===== src/rtl/rf_write_arbiter_pkg.sv =====
// Shared types for the register-file write path: data word, register index
// and a buffered write request.
package rf_write_arbiter_pkg;

  typedef logic [31:0] word_t;
  typedef logic [4:0]  regbits_t;

  typedef struct packed {
    regbits_t sel;
    word_t    dat;
  } rf_wreq_t;

endpackage


===== src/rtl/rf_wreq_fifo.sv =====
// Small synchronous FIFO of register-file write requests. Pointers carry an
// extra wrap bit so full and empty are told apart without a count register.
module rf_wreq_fifo
  import rf_write_arbiter_pkg::*;
#(
  parameter int DEPTH = 4
) (
  input  logic     CLK,
  input  logic     nRST,
  input  logic     push,
  input  rf_wreq_t push_data,
  input  logic     pop,
  output rf_wreq_t head,
  output logic     full,
  output logic     empty
);

  localparam int AW = $clog2(DEPTH);
  localparam logic [AW:0] PTR_ONE = {{AW{1'b0}}, 1'b1};

  logic [AW:0] wr_ptr_q, wr_ptr_d;
  logic [AW:0] rd_ptr_q, rd_ptr_d;
  rf_wreq_t    mem_q [DEPTH];
  rf_wreq_t    mem_d [DEPTH];

  assign empty = (wr_ptr_q == rd_ptr_q);
  assign full  = (wr_ptr_q[AW-1:0] == rd_ptr_q[AW-1:0]) &&
                 (wr_ptr_q[AW] != rd_ptr_q[AW]);
  assign head  = mem_q[rd_ptr_q[AW-1:0]];

  always_comb begin
    wr_ptr_d = wr_ptr_q;
    rd_ptr_d = rd_ptr_q;
    mem_d    = mem_q;
    if (push && !full) begin
      mem_d[wr_ptr_q[AW-1:0]] = push_data;
      wr_ptr_d                = wr_ptr_q + PTR_ONE;
    end
    if (pop && !empty) begin
      rd_ptr_d = rd_ptr_q + PTR_ONE;
    end
  end

  always_ff @(posedge CLK) begin
    if (!nRST) begin
      wr_ptr_q <= '0;
      rd_ptr_q <= '0;
    end else begin
      wr_ptr_q <= wr_ptr_d;
      rd_ptr_q <= rd_ptr_d;
    end
  end

  // Storage is never read while empty, so it needs no reset.
  always_ff @(posedge CLK) begin
    mem_q <= mem_d;
  end

endmodule


===== src/rtl/rf_write_arbiter.sv =====
// Sole driver of the register-file write port: pipeline writebacks win, buffered
// long-latency results drain otherwise; also owns the pending-write scoreboard.
module rf_write_arbiter
  import rf_write_arbiter_pkg::*;
#(
  parameter int DEPTH      = 4,
  parameter int STARVE_MAX = 3
) (
  input  logic        CLK,
  input  logic        nRST,
  input  logic        wb_wen,
  input  logic [4:0]  wb_wsel,
  input  logic [31:0] wb_wdat,
  output logic        wb_stall,
  input  logic        lu_issue,
  input  logic [4:0]  lu_issue_sel,
  input  logic        lu_valid,
  output logic        lu_ready,
  input  logic [4:0]  lu_sel,
  input  logic [31:0] lu_dat,
  output logic [31:0] busy,
  output logic        err,
  output logic        WEN,
  output logic [4:0]  wsel,
  output logic [31:0] wdat
);

  localparam int SW = $clog2(STARVE_MAX + 1);
  localparam logic [SW-1:0] STARVE_LIM = SW'(STARVE_MAX);
  localparam logic [SW-1:0] STARVE_ONE = SW'(1);

  rf_wreq_t    fifo_head;
  rf_wreq_t    fifo_in;
  logic        fifo_full;
  logic        fifo_empty;
  logic        fifo_push;
  logic        fifo_pop;
  logic        wb_win;
  logic        clr_hit;
  logic        issue_err;

  logic        wen_q, wen_d;
  logic [4:0]  wsel_q, wsel_d;
  logic [31:0] wdat_q, wdat_d;
  logic [31:0] busy_q, busy_d;
  logic        err_q, err_d;
  logic [SW-1:0] starve_q, starve_d;

  assign fifo_in  = '{sel: lu_sel, dat: lu_dat};
  assign lu_ready = !fifo_full;
  assign wb_stall = (starve_q == STARVE_LIM);
  assign busy     = busy_q;
  assign err      = err_q;
  assign WEN      = wen_q;
  assign wsel     = wsel_q;
  assign wdat     = wdat_q;

  rf_wreq_fifo #(.DEPTH(DEPTH)) u_fifo (
    .CLK       (CLK),
    .nRST      (nRST),
    .push      (fifo_push),
    .push_data (fifo_in),
    .pop       (fifo_pop),
    .head      (fifo_head),
    .full      (fifo_full),
    .empty     (fifo_empty)
  );

  always_comb begin
    wb_win    = wb_wen && (wb_wsel != '0);
    fifo_pop  = !fifo_empty && !wb_win;
    fifo_push = lu_valid && !fifo_full;
    clr_hit   = fifo_pop && (fifo_head.sel != '0);

    wen_d  = 1'b0;
    wsel_d = wsel_q;
    wdat_d = wdat_q;
    if (wb_win) begin
      wen_d  = 1'b1;
      wsel_d = wb_wsel;
      wdat_d = wb_wdat;
    end else if (clr_hit) begin
      wen_d  = 1'b1;
      wsel_d = fifo_head.sel;
      wdat_d = fifo_head.dat;
    end

    // Re-issuing to a register whose result retires this same edge is legal.
    busy_d = busy_q;
    if (clr_hit) begin
      busy_d[fifo_head.sel] = 1'b0;
    end
    if (lu_issue && (lu_issue_sel != '0)) begin
      busy_d[lu_issue_sel] = 1'b1;
    end
    busy_d[0] = 1'b0;

    issue_err = lu_issue && busy_q[lu_issue_sel] &&
                !(clr_hit && (fifo_head.sel == lu_issue_sel));
    err_d = err_q | issue_err | (wb_wen && wb_stall) |
            (lu_valid && !busy_q[lu_sel]);

    if (fifo_empty || fifo_pop) begin
      starve_d = '0;
    end else if (starve_q != STARVE_LIM) begin
      starve_d = starve_q + STARVE_ONE;
    end else begin
      starve_d = starve_q;
    end
  end

  always_ff @(posedge CLK) begin
    if (!nRST) begin
      wen_q    <= 1'b0;
      wsel_q   <= '0;
      wdat_q   <= '0;
      busy_q   <= '0;
      err_q    <= 1'b0;
      starve_q <= '0;
    end else begin
      wen_q    <= wen_d;
      wsel_q   <= wsel_d;
      wdat_q   <= wdat_d;
      busy_q   <= busy_d;
      err_q    <= err_d;
      starve_q <= starve_d;
    end
  end

endmodule


===== config.mk =====
export PLATFORM = sky130hd
export DESIGN_NAME = rf_write_arbiter
export DESIGN_NICKNAME = d
export VERILOG_FILES = /design/src/rtl/rf_write_arbiter_pkg.sv /design/src/rtl/rf_wreq_fifo.sv /design/src/rtl/rf_write_arbiter.sv
export SDC_FILE = /design/constraint.sdc
export NUM_CORES = 1
export LEC_CHECK = 0
export CAP_MARGIN = 10
export CORE_MARGIN = 2
export CORE_UTILIZATION = 40
export DETAILED_ROUTE_END_ITERATION = 10
export SETUP_SLACK_MARGIN = 0.3
export SYNTH_ARGS = -nofsm -noshare
export SYNTH_HDL_FRONTEND = slang
export SYNTH_SLANG_ARGS = --single-unit

===== constraint.sdc =====
create_clock -name CLK -period 5 [get_ports CLK]
set_input_delay 0.75 -clock CLK [delete_from_list [all_inputs] [get_ports CLK]]
set_output_delay 0.75 -clock CLK [all_outputs]
set_load 0.05 [all_outputs]

Word-level counts from Yosys, hierarchy flattened
Cells that the tools add are included.

word-level totals
  register bits after elaboration = 227
  input bits = 84

cells by class
  reductions and logical operators = 27
  order comparisons = 8
  equality and inequality tests = 6
  bitwise operators = 9
  muxes and demuxes = 22
  add/subtract/negate cells = 3

operators by type and width
  cell                                                                                 count
  148-bit bitwise mux                                                                  1
  32-bit 2-to-1 mux                                                                    4
  37-bit 2-to-1 mux                                                                    3
  37-bit binary-select mux with 2-bit select                                           1
  37-bit demux with 2-bit select                                                       1
  32-bit AND                                                                           1
  32-bit NOT                                                                           1
  32-bit bitwise OR                                                                    1
  5-bit by 6-bit < comparator with 1-bit output, second input constant                 3
  1-bit logical AND                                                                    16
  5-bit nonzero test                                                                   3
  1-bit binary-select mux with 5-bit select                                            2
  1-bit demux with 5-bit select                                                        2
  5-bit by 1-bit greater-or-equal comparator with 1-bit output, second input constant  2
  5-bit 2-to-1 mux                                                                     2
  3-bit by 1-bit adder with 3-bit output, second input constant                        2
  3-bit greater-or-equal comparator, second input constant                             2
  1-bit 2-to-1 mux                                                                     6
  2-bit NOT with 3-bit output                                                          2
  5-bit == test                                                                        1
  1-bit logical NOT                                                                    5
  3-bit == test                                                                        1
  3-bit by 1-bit < comparator with 1-bit output, second input constant                 1
  1-bit bitwise OR                                                                     3
  9 further kinds                                                                      9

Longest topological paths before layout
  depth after elaboration = 13
  depth in mapped cells = 8
  depth with buffers taken out = 5

Hierarchy
A second synthesis with hierarchy kept.

second synthesis, totals
  cell total of the unflattened synthesis = 694
  area, all modules = 9851.9 µm²

by module, submodules not included
  module            seq. area each (µm²)  times used  cells an instance  area an instance (µm²)
  rf_wreq_fifo      4564.4                1           263                5901.9
  rf_write_arbiter  1441.4                1           431                3950.0

Least setup slack after synthesis
No wires, ideal clock.

  path type = input-to-reg
  from = in lu_sel[0]
  to = reg err_q, in the netlist err
  buffers on the path = 1
  path slack = 2.291 ns
  data required time = 4.921 ns
  arrival time = 2.630 ns
  setup time = 0.079 ns
  cell stages on the path = 5
  cells stage by stage = clkbuf_1 -> mux4_2 -> mux4_2 -> or4_1 -> o211ai_1

between the ends
  word-level cells in the longest chain between the ends = 5

ends and longest elaborated chain
  what                                       RTL line                 source
  from (decl)                                rf_write_arbiter.sv:19   input logic [4:0] lu_sel,
  1-bit binary-select mux with 5-bit select  rf_write_arbiter.sv:101  (lu_valid && !busy_q[lu_sel]);
  1-bit 2-to-1 mux (not written as such)     rf_write_arbiter.sv:101
  1-bit logical NOT                          rf_write_arbiter.sv:101
  1-bit logical AND                          rf_write_arbiter.sv:101
  1-bit bitwise OR                           rf_write_arbiter.sv:100  err_d = err_q | issue_err | (wb_wen && wb_stall) |
  to (signal assigned)                       rf_write_arbiter.sv:125  err_q <= err_d;
  to (decl)                                  rf_write_arbiter.sv:46   logic err_q, err_d;

No other way between the ends. The select of a mux whose other input is x is not followed.
A chain may end at the register's enable or synchronous reset.

Final worst setup path
  from = reg u_fifo.rd_ptr_q[0]
  to = out lu_ready

between the ends
  word-level cells in the longest chain between the ends = 3

ends and longest elaborated chain
  what                    RTL line                source
  from (decl)             rf_wreq_fifo.sv:22      logic [AW:0] rd_ptr_q, rd_ptr_d;
  from (signal assigned)  rf_wreq_fifo.sv:50      rd_ptr_q <= rd_ptr_d;
  2-bit == test           rf_wreq_fifo.sv:27      assign full = (wr_ptr_q[AW-1:0] == rd_ptr_q[AW-1:0]) &&
  1-bit logical AND       rf_wreq_fifo.sv:27
  1-bit logical NOT       rf_write_arbiter.sv:50  assign lu_ready = !fifo_full;
  to (decl)               rf_write_arbiter.sv:18  output logic lu_ready,

No other way between the ends.

==> flow_metrics.tcl <==
set metrics [dict create \
    run_status "complete, no violations" \
    cts_resized 0 \
    synth.cell_area_um2 9422 \
    ys_types 52 \
    pwr-share-clk_pct 35.8 \
    antenna_cells 0 \
    synth_edf_count 148 \
    p_leak_nw 3.932 \
    vias_per_cell 5.446 \
    synthCells 680 \
    cts_tree "built" \
    critPathLaunchType "flop" \
    cap_violations 0 \
    grt_pass1_vias 6511 \
    cp-end-kind "output pin" \
    clock_latency_ns 0.51 \
    final.period_utilization_pct 67.35 \
    grt_use_total_pct 19.58 \
    wl_met3_um 1623 \
    drive_above_1_share_pct 15.85 \
    finalSetupTns_ns 0 \
    post_cts_buffers 0 \
    hpwl_um 16490 \
    clkTransAtPathRegs_ns 0.06 \
    grt_pass1_wl_um 37180 \
    area_growth_pct 27.73 \
    wl_per_cell_um 21.10 \
    portBuffers 155 \
    period_needed_ns 3.367 \
    rows 56 \
    wl_met1_um 10350 \
    antenna_found_initial 0 \
    skew_ns 0.02138 \
    htree_num_levels 1 \
    syn_area_per_cell_um2 13.86 \
    vdd_drop_max_mv 0.2647 \
    p_int_mw 3.582 \
    top_layer "met4" \
    combPwrFrac_pct 20.1 \
    p_seq_share_pct 44.1 \
    cts_root_buffer "clkbuf_16" \
    clock_path_buffers 3 \
    drtIter0Drc 359 \
    io_pins 157 \
    yosysTopAreaCell "edfxtp_1" \
    vias 6306 \
    placed_cell_area_um2 11240 \
    synth-main-ff-cell "edfxtp_1" \
    reg2reg_from "u_fifo.rd_ptr_q[0]" \
    route.met2.wl_um 11900 \
    ctsHoldBuffers 0 \
    criticalPathCategory "reg2out" \
    min_from "wdat[27]" \
    yosysWarnings 0 \
    drc 0 \
    cts_sinks 226 \
    wl_um 24430 \
    swShare_pct 27.91 \
    setup_viol 0 \
    gp_congestion 0.9460 \
    cts-buffers-inserted 24 \
    drtPass1Iterations 4 \
    start_util_pct 40.50 \
    ys_seq_elements 226 \
    synthTopCellsByArea "edfxtp_1, dfxtp_1, mux4_2, a21oi_1, o21ai_0" \
    layout_common_cells "clkdlybuf4s50_1, edfxtp_1, a21oi_1" \
    grt_max_degree 42 \
    worstMarginPinSlew_ns 1.138 \
    stdcell_area_um2 12030 \
    syn-num-nets 770 \
    hold_violations 0 \
    max-slew-margin-rel_pct 24.17 \
    required_ns 4.25 \
    fp.coreArea_um2 23260 \
    final_common_cell "clkdlybuf4s50_1" \
    ant_nets 0 \
    die_w_um 157.5 \
    nets 911 \
    cp_max_fo 21 \
    synthArstFlopShare_pct 0 \
    cp_data_arrival_time_ns 2.62 \
    fmax_ghz 0.2970 \
    rsz0062_at_grt "false" \
    synth.top_cell.area_share_pct 47.17 \
    grt_overflow 0 \
    hold_class "reg2reg" \
    p_per_area_nw_per_um2 412.9 \
    die_h_um 157.5 \
    dieArea_um2 24800 \
    p_sw_mw 1.387 \
    drv_slew 0 \
    crit_path_start "u_fifo.rd_ptr_q[0]" \
    yosysSeqAreaShare_pct 63.75 \
]
synthesized netlist by cell type (4+ instances only):
master,instances
nand3_1,6
edfxtp_1,148
nor3b_1,4
a21oi_2,18
o21ai_0,57
xor2_1,4
and3_1,4
clkbuf_1,27
nand2_1,64
xnor2_1,9
o31ai_1,10
buf_1,9
buf_2,6
a221oi_1,4
ha_1,6
mux2i_1,5
inv_1,7
nor2_1,20
mux2_2,7
or4_1,4
nand2_2,9
mux4_2,49
a21oi_1,80
and2_1,4
nand4b_1,4
buf_6,4
dfxtp_1,78
metrics by stage:
stage               cells  worst slack (ns)  hold slack (ns)  util, %  total power, mW
floorplan             680             2.291           0.4676        -            2.893
CTS                  1158             1.536           0.4615    51.73            5.013
finish               1158             1.633           0.4585    51.73            4.969
global placement     1114             1.269           0.4484    48.30            3.222
detailed placement   1114             1.195           0.4487    48.30            3.235
global route         1158             1.415           0.4783    51.73            5.164
state kept, by name, summed over array words and instances, names as in the netlist:
register,cells
WEN,1
busy,31
err,1
starve_q,2
u_fifo.mem_q,148
u_fifo.rd_ptr_q,3
u_fifo.wr_ptr_q,3
wdat,32
wsel,5
path summary, 6_finish.rpt:
path	to	slack, ns	depth (start not counted)
setup reg to reg	wdat[14]	1.74	6
hold reg to reg	wdat[27]	0.46	2
setup / recovery	lu_ready	1.63	3
hold / removal	wdat[27]	0.46	2
routing by layer:
| layer | global-route usage (%) | vias to the layer above |
|---|---|---|
| li1 | - | 2887 |
| met1 | 26.25 | 3126 |
| met2 | 32.96 | 251 |
| met3 | 3.111 | 42 |
| met4 | 5.844 | 0 |
| met5 | 0 | - |
cell families after synthesis:
family / share of synthesized area (%)
buf+inv: 2.590
other cells: 0.03980
simple gates: 6.932
xor+xnor: 1.209
fa+ha+maj: 0.7968
flops: 63.75
compound gates: 11.61
mux: 13.08
worst max-delay path: stages, from the launching register on:
cell,delay [ns]
dfxtp_2,0.84
xnor2_1,0.24
nand3_1,0.16
clkdlybuf4s50_1,0.85
power groups by stage:
stage | Sequential, mW | Clock (mW) | Combinational (mW)
after floorplan | 2.32 | 0 | 0.568
after global placement | 2.23 | 0 | 0.990
after detailed placement | 2.23 | 0 | 1.00
after CTS | 2.20 | 1.81 | 1.00
after global routing | 2.21 | 1.88 | 1.07
final | 2.19 | 1.78 | 0.998
area by class of cell:
class | count | area, µm²
Tap cell | 319 | 399.1
Timing Repair Buffer | 162 | 1604
Sequential cell | 226 | 6008
Clock buffer | 38 | 715.7
Inverter | 7 | 26.28
Fill cell | 1985 | 11230
Clock inverter | 6 | 82.58
Multi-Input combinational cell | 400 | 3198
Power figures use the tool's default switching activity.
